<file path="config.mk">
export PLATFORM = sky130hd
export DESIGN_NAME = serial_sub_ctrl
export DESIGN_NICKNAME = d
export VERILOG_FILES = /design/src/rtl/serial_sub_ctrl_pkg.sv /design/src/rtl/serial_sub_ctrl_full_sub_bit.sv /design/src/rtl/serial_sub_ctrl.sv
export SDC_FILE = /design/constraint.sdc
export NUM_CORES = 1
export LEC_CHECK = 0
export BUFFER_PORTS_ARGS = -buffer_cell sky130_fd_sc_hd__buf_2
export CORE_ASPECT_RATIO = 0.6
export CORE_MARGIN = 10
export CORE_UTILIZATION = 50
export DETAILED_ROUTE_END_ITERATION = 7
export PLACE_DENSITY = 0.77
export SLEW_MARGIN = 25
export SYNTH_ARGS = -nofsm -noshare
export SYNTH_HDL_FRONTEND = slang
export SYNTH_SLANG_ARGS = --single-unit
</file>
<file path="constraint.sdc">
create_clock -name clk -period 1.5 [get_ports clk]
set_input_delay 0.15 -clock clk [delete_from_list [all_inputs] [get_ports clk]]
set_output_delay 0.15 -clock clk [all_outputs]
set_load 0.01 [all_outputs]
</file>
<file path="src/rtl/serial_sub_ctrl_pkg.sv">
// Shared definitions for the bit-serial subtractor controller.
package serial_sub_ctrl_pkg;

  localparam int unsigned DEFAULT_WIDTH = 8;

  typedef enum logic [1:0] {
    S_IDLE = 2'd0,
    S_RUN  = 2'd1,
    S_DONE = 2'd2
  } state_e;

endpackage

</file>
<file path="src/rtl/serial_sub_ctrl_full_sub_bit.sv">
// Gate-level half subtractor and the 1-bit full subtractor built from two of them.
module half_sub (
  input  logic a,
  input  logic b,
  output logic diff,
  output logic bout
);

  assign diff = a ^ b;
  assign bout = ~a & b;

endmodule

module full_sub_bit (
  input  logic x_i,
  input  logic y_i,
  input  logic bin_i,
  output logic d_o,
  output logic bo_o
);

  logic d1, b1, b2;

  half_sub u_hs0 (
    .a    (x_i),
    .b    (y_i),
    .diff (d1),
    .bout (b1)
  );

  half_sub u_hs1 (
    .a    (d1),
    .b    (bin_i),
    .diff (d_o),
    .bout (b2)
  );

  assign bo_o = b1 | b2;

endmodule

</file>
<file path="src/rtl/serial_sub_ctrl.sv">
// Bit-serial WIDTH-bit subtractor: one full-subtract cell sequenced LSB first,
// with a start/busy/done handshake.
module serial_sub_ctrl
  import serial_sub_ctrl_pkg::*;
#(
  parameter int unsigned WIDTH = DEFAULT_WIDTH
) (
  input  logic             clk,
  input  logic             rst,
  input  logic             start,
  input  logic [WIDTH-1:0] a,
  input  logic [WIDTH-1:0] b,
  output logic             busy,
  output logic             done,
  output logic [WIDTH-1:0] diff,
  output logic             bout
);

  localparam int unsigned CNT_W = $clog2(WIDTH);
  localparam int unsigned RES_W = WIDTH - 1;

  state_e             state_q, state_d;
  logic [WIDTH-1:0]   a_sr_q, a_sr_d;
  logic [WIDTH-1:0]   b_sr_q, b_sr_d;
  logic [RES_W-1:0]   res_q, res_d;
  logic               borrow_q, borrow_d;
  logic [CNT_W-1:0]   cnt_q, cnt_d;
  logic [WIDTH-1:0]   diff_q, diff_d;
  logic               bout_q, bout_d;
  logic               busy_q, busy_d;
  logic               done_q, done_d;

  logic cell_d, cell_bo;

  full_sub_bit u_cell (
    .x_i   (a_sr_q[0]),
    .y_i   (b_sr_q[0]),
    .bin_i (borrow_q),
    .d_o   (cell_d),
    .bo_o  (cell_bo)
  );

  always_ff @(posedge clk) begin
    if (rst) begin
      state_q  <= S_IDLE;
      a_sr_q   <= '0;
      b_sr_q   <= '0;
      res_q    <= '0;
      borrow_q <= 1'b0;
      cnt_q    <= '0;
      diff_q   <= '0;
      bout_q   <= 1'b0;
      busy_q   <= 1'b0;
      done_q   <= 1'b0;
    end else begin
      state_q  <= state_d;
      a_sr_q   <= a_sr_d;
      b_sr_q   <= b_sr_d;
      res_q    <= res_d;
      borrow_q <= borrow_d;
      cnt_q    <= cnt_d;
      diff_q   <= diff_d;
      bout_q   <= bout_d;
      busy_q   <= busy_d;
      done_q   <= done_d;
    end
  end

  // Next-state and datapath; DONE accepts a new start exactly like IDLE.
  always_comb begin
    state_d  = state_q;
    a_sr_d   = a_sr_q;
    b_sr_d   = b_sr_q;
    res_d    = res_q;
    borrow_d = borrow_q;
    cnt_d    = cnt_q;
    diff_d   = diff_q;
    bout_d   = bout_q;

    case (state_q)
      S_IDLE, S_DONE: begin
        if (start) begin
          a_sr_d   = a;
          b_sr_d   = b;
          res_d    = '0;
          borrow_d = 1'b0;
          cnt_d    = '0;
          state_d  = S_RUN;
        end else begin
          state_d  = S_IDLE;
        end
      end
      S_RUN: begin
        a_sr_d   = a_sr_q >> 1;
        b_sr_d   = b_sr_q >> 1;
        // Result bits enter from the top so the LSB ends at bit 0.
        res_d    = (res_q >> 1) | (RES_W'(cell_d) << (RES_W - 1));
        borrow_d = cell_bo;
        if (cnt_q == CNT_W'(WIDTH - 1)) begin
          diff_d  = {cell_d, res_q};
          bout_d  = cell_bo;
          cnt_d   = '0;
          state_d = S_DONE;
        end else begin
          cnt_d   = cnt_q + CNT_W'(1);
        end
      end
      default: state_d = S_IDLE;
    endcase

    busy_d = (state_d == S_RUN);
    done_d = (state_d == S_DONE);
  end

  assign busy = busy_q;
  assign done = done_q;
  assign diff = diff_q;
  assign bout = bout_q;

endmodule

</file>
# Yosys cells after proc, flatten, opt, wreduce, memory -nomap -nowiden
# Cells that the tools add are included.
dict set report op_classes {
  addsub 1
  n_mul 0
  n_div 0
  magnitude_cmp 0
  n_eq_ne 6
  shift 0
  muxes 14
  n_bitwise 8
  n_reduce_logical 5
}
# operator count
set ops {}
lappend ops {{$pmux W8 S2} 2}
lappend ops {{$mux W8} 2}
lappend ops {{$pmux W7 S2} 1}
lappend ops {{$mux W7} 1}
lappend ops {{$or A6 B7 Y7} 1}
lappend ops {{$mux W3} 2}
lappend ops {{$pmux W3 S2} 1}
lappend ops {{$eq A2 B1 Y1 const B} 2}
lappend ops {{$eq A2 B2 Y1 const B} 2}
lappend ops {{$pmux W2 S2} 1}
lappend ops {{$reduce_and A2 Y1} 2}
lappend ops {{$add A3 B1 Y3 const B} 1}
lappend ops {{$eq A3 B3 Y1 const B} 1}
lappend ops {{$and A1 B1 Y1} 2}
lappend ops {{$logic_not A2 Y1} 1}
lappend ops {{$mux W1} 2}
lappend ops {{$mux W2} 1}
lappend ops {{$ne A2 B2 Y1 const B} 1}
lappend ops {{$not A1 Y1} 2}
lappend ops {{$pmux W1 S2} 1}
lappend ops {{$reduce_bool A2 Y1} 1}
lappend ops {{$reduce_or A2 Y1} 1}
lappend ops {{$xor A1 B1 Y1} 2}
lappend ops {{$or A1 B1 Y1} 1}
dict set report totals {
  ff_bits 40
  latch_bits 0
  ramBits 0
  rom_bits 0
  output_inout_bits 11
  elab_cells 44
  mem_count 0
}

# Longest topological paths before layout
dict set report logic_depth {
  ltp_word 5
  mapped_depth 5
  ltp_nobuf 5
}

# Modules after synthesis
# Synthesis repeated with hierarchy kept, for this count alone.
dict set report unflattened {
  hier_cells 199
  area_unflattened_um2 1694.1
}
# module instances cells_each area_per_inst_um2 seq_area_each_um2
set by_module_without_submodules {}
lappend by_module_without_submodules {serial_sub_ctrl 1 192 1647.8 800.8}
lappend by_module_without_submodules {half_sub 2 3 20.0 0.0}
lappend by_module_without_submodules {full_sub_bit 1 1 6.3 0.0}

# Worst setup path after synthesis
# Ideal clock, no wire load.
dict set report synth_path {
  kind {reg2reg}
  from {register cnt_q[0]}
  to {register busy_q (netlist: busy)}
  setup_time_ps 128
  arrival_ps 1141
  required_ps 1372
  path_slack_ps 232
  path_stages_with_launch 6
  n_path_buf 1
  path_cell_list {dfxtp_1 > ha_1 > ha_1 > buf_1 > o21a_1 > nor2_1}
}
dict set report synth_between {
  elab_chain_cells 4
}
# item line_no
set synth_lines {}
lappend synth_lines {{start, declared} serial_sub_ctrl.sv:27} ;# logic [CNT_W-1:0] cnt_q, cnt_d;
lappend synth_lines {{start signal, assigned} serial_sub_ctrl.sv:61} ;# cnt_q <= cnt_d;
lappend synth_lines {{$eq A3 B3 Y1} serial_sub_ctrl.sv:99} ;# if (cnt_q == CNT_W'(WIDTH - 1)) begin
lappend synth_lines {{$mux W2} serial_sub_ctrl.sv:99}
lappend synth_lines {{$pmux W2 S2} serial_sub_ctrl.sv:80} ;# case (state_q)
lappend synth_lines {{$eq A2 B1 Y1} serial_sub_ctrl.sv:111} ;# busy_d = (state_d == S_RUN);
lappend synth_lines {{end signal, assigned} serial_sub_ctrl.sv:64} ;# busy_q <= busy_d;
lappend synth_lines {{end, declared} serial_sub_ctrl.sv:30} ;# logic busy_q, busy_d;
# Every way passes these cells.
# A chain may end at the register's enable or synchronous reset.

# Final worst setup path
dict set report layout_path {
  from {register cnt_q[0]}
  to {register bout_q (netlist: bout)}
}
dict set report layout_between {
  elab_chain_cells 2
}
# item line_no
set layout_lines {}
lappend layout_lines {{$eq A3 B3 Y1} serial_sub_ctrl.sv:99}
lappend layout_lines {{$reduce_and A2 Y1 (no line)} -}
lappend layout_lines {{end signal, assigned} serial_sub_ctrl.sv:63} ;# bout_q <= bout_d;
lappend layout_lines {{end, declared} serial_sub_ctrl.sv:29} ;# logic bout_q, bout_d;
# Every way passes these cells.

==> impl_results.rst <==
.. list-table::
   :header-rows: 1

   * - Metric
     - Value
   * - Sink Count
     - 40
   * - CP Launch Type
     - flop
   * - Cell area power density
     - 1265 nW/um2
   * - Yosys warning count
     - 0
   * - Sum of negative setup slack
     - 0 ns
   * - P_sw
     - 0.0005420 W
   * - Max-Slew Margin vs Limit
     - 62.55%
   * - Die Span X
     - 91.54 um
   * - CP Class
     - flop to flop
   * - Power share of the combinational group
     - 11.0%
   * - Reg-to-reg startpoint
     - cnt_q[0]
   * - Hold buffer count at CTS
     - 0
   * - Static Leakage
     - 0.7330 nW
   * - Library cells used by synthesis
     - 21
   * - Layout-stage area growth over the synthesis result
     - 21.43%
   * - Largest fanout on the critical path
     - 10
   * - Critical-path cell with the highest stage delay
     - dfxtp_1
   * - Final setup viols
     - 0
   * - Overall power of the completed layout
     - 0.002358 W
   * - Crit. End Element
     - flop
   * - Worst clock skew
     - 0.003845 ns
   * - Length of the first detailed-routing pass in iterations
     - 4
   * - Worst slew pin tran
     - 0.5592 ns
   * - Routed length per placed instance
     - 13.61 um
   * - Total die area
     - 5759 um2
   * - Final weighted congestion in routability-driven placement
     - 0.8203
   * - Vias per Instance
     - 5.303
   * - Clock input transition at the sequential cells of the worst setup and hold paths
     - 0.07 ns
   * - Die Y
     - 62.92 um
   * - Run status
     - finished, final reports clean
   * - Number of cells on the worst hold path
     - 3
   * - Final critical delay including setup and external delays
     - 1.338 ns
   * - Clock tree from TritonCTS
     - yes
   * - Area inside the core boundary
     - 2909 um2
   * - Overall Global Routing Usage
     - 12.47%
   * - Cell type group with the largest total delay on the critical path
     - adder cells
   * - Clock Power Share
     - 40.3%
   * - Sum of buffers and inverters on the critical path
     - 1
   * - Proportion of synthesized chip area in sequential cells
     - 52.16%
   * - Clock tree root buffer cell
     - clkbuf_8
   * - Number of antenna violations at the first check in global routing
     - 0
   * - Arrival time reported for the critical path endpoint
     - 1.54 ns
   * - Async SR Flop Fraction
     - 0%
   * - Setup repair after global routing missed its margin
     - no
   * - Cell Rows
     - 15
   * - Largest net degree at the start of global routing
     - 41
   * - Number of buffers created by CTS
     - 5
   * - Most used flip-flop cell after synthesis
     - dfxtp_1
   * - Launch point of the worst path
     - cnt_q[0]
   * - Pre-CTS WS
     - 0.03182 ns
   * - Final Routed Wirelength
     - 3415 um
   * - Detailed-route DRC error count
     - 0
   * - First-pass GRT wire length
     - 5885 um
   * - Vias in the first global route
     - 1266
   * - Number of buffers on the longest clock path
     - 2
   * - Cells along the critical path
     - ha_1 -> ha_1 -> buf_4 -> a21oi_1 -> a311oi_1
   * - Final ANT Viol Nets
     - 0
   * - Worst reg2reg setup slack
     - 0.16 ns
   * - Worst min-delay path startpoint
     - a[7]
   * - Worst-case setup margin in the final layout
     - 0.1623 ns
   * - Fmax
     - 747.5 MHz
   * - Initial core utilization
     - 52.77%
   * - Number of antenna cells inserted
     - 0
   * - Share of layout cells above drive strength 1
     - 24.40%
   * - Clock latency on the worst-skew pair
     - 0.29 ns
   * - Critical Path Max Stage Delay
     - 0.37 ns
   * - Number of maximum-capacitance constraint violations
     - 0
   * - Gate count of the mapped netlist
     - 177
   * - Total congestion overflow
     - 0
   * - Net count of the finished layout
     - 230
   * - VDD IR max
     - 0.7371 mV
   * - HPWL Detailed
     - 2508 um
   * - Flip-flop and latch count after synthesis
     - 40
   * - Most common cell on crit path
     - ha_1
   * - Share of the synthesized area in the top cell type
     - 52.16%
   * - Critical Path Stages
     - 5
   * - Switching part of the total power
     - 22.98%
   * - Post-synthesis instance area
     - 1535 um2
   * - DRC violation total after the first TritonRoute iteration
     - 86
   * - Pins Over Slew Limit
     - 0
   * - Most area-consuming cells after synthesis
     - dfxtp_1 (52%), nor3_1 (8.5%), a21oi_1 (6.8%), nand3_1 (6.5%), o22ai_1 (5.7%)
   * - Synth area leader
     - dfxtp_1
   * - Final Hold Viols
     - 0
   * - Sequential cell fraction of total power
     - 48.7%
   * - Via count of the routed design
     - 1331
   * - FF-to-FF path depth
     - 5
   * - Average footprint of a synthesized cell
     - 8.674 um2
   * - Final period util
     - 89.18%
   * - Net Count, Synth
     - 199
   * - Quantity of I/O buffers inserted on ports
     - 29
   * - Req. time, crit path
     - 1.70 ns
   * - CTS H-Tree Depth
     - 2
   * - Internal power
     - 0.001816 W
   * - EDFF count, synth
     - 0
   * - Type of the worst min-delay path
     - primary input to flop
   * - Number of top-level pins
     - 30
[Yosys cell counts (2+ instances only)]
master    count
clkbuf_1      5
nor2b_1       2
nand2_1      19
nand3_1      20
o22ai_1      14
a311oi_1      2
buf_2         3
ha_1          2
buf_4         7
nor3_1       26
inv_1         2
dfxtp_1      40
nor2_1        5
nand2b_1      3
a21oi_1      21
[logic make-up after synthesis]
group	Yosys count	share of synthesized area, %
buf+inv	18	6.357
compound gates	39	14.59
flops	40	52.16
simple gates	77	23.96
fa+ha+maj	3	2.934
[metal layers]
metal  global-route usage, %  vias up  wire length (um)
met1                   15.04      607              1573
met4                   5.058        0                56
met3                   5.755        5               217
li1                        -      690                 -
met5                       0        -                 0
met2                   18.64       29              1567
[metrics by stage]
stage / hold WS (ns) / std cells / util (%) / cell area [um2]
after floorplan: 0.2860 / 177 / - / 1535
after global placement: 0.3962 / 242 / 59.14 / 1720
after detailed placement: 0.4217 / 242 / 59.14 / 1720
after CTS: 0.1045 / 250 / 63.48 / 1847
after global routing: 0.1183 / 251 / 64.09 / 1864
final: 0.1119 / 251 / 64.09 / 1864
[final cells by class]
class / count / area [um2]
Clock buffer: 7 / 96.34
Clock inverter: 1 / 30.03
Fill cell: 244 / 1045
Inverter: 2 / 7.507
Multi-Input combinational cell: 119 / 649.4
Sequential cell: 40 / 800.8
Tap cell: 42 / 52.55
Timing Repair Buffer: 40 / 227.7
[timing repair]
| item | 4_1_cts | 5_1_grt |
|---|---|---|
| endpoints found under the setup margin | 0 | 23 |
| setup buffers | 0 | 1 |
| hold endpoints to repair | 0 | 0 |
| resized for setup | 0 | 3 |
[power by group through the flow]
stage	sequential (W)	clock [W]	combinational (W)
after CTS	0.00115	0.000969	0.000255
after global placement	0.00117	0	0.000244
after floorplan	0.00116	0	0.000189
after detailed placement	0.00117	0	0.000254
after global routing	0.00115	0.00102	0.000290
final	0.00115	0.000950	0.000260
[flip-flops by register name (all words and copies together), names as in the netlist]
| signal | flops |
|---|---|
| borrow_q | 1 |
| a_sr_q | 8 |
| b_sr_q | 8 |
| res_q | 7 |
| cnt_q | 3 |
| bout | 1 |
| diff | 8 |
| busy | 1 |
| state_q | 2 |
| done | 1 |
[cells in the final DEF (no fill, tap or decap), drive strengths merged]
master	synthesis	layout
buf	11	40
bufinv	0	1
fa	1	1
a31oi	1	1
nand2b	3	3
nand3b	1	1
o22ai	14	14
inv	2	2
nand3	20	20
nor4b	1	1
clkbuf	5	7
nor3	26	26
a311oi	2	2
nor2	5	5
nand2	19	19
dfxtp	40	40
o21a	1	1
nor2b	2	2
a21oi	21	21
ha	2	2
[final timing paths]
kind	to
min reg2reg	diff[2]
max reg2reg	bout
max	bout
min	a_sr_q[7]
[tightest hold or removal path: stages]
cell and delay [ns]:
buf_2 0.10, nand2_1 0.05, a21oi_1 0.05
Note: power is estimated with default switching activity, not from simulation.
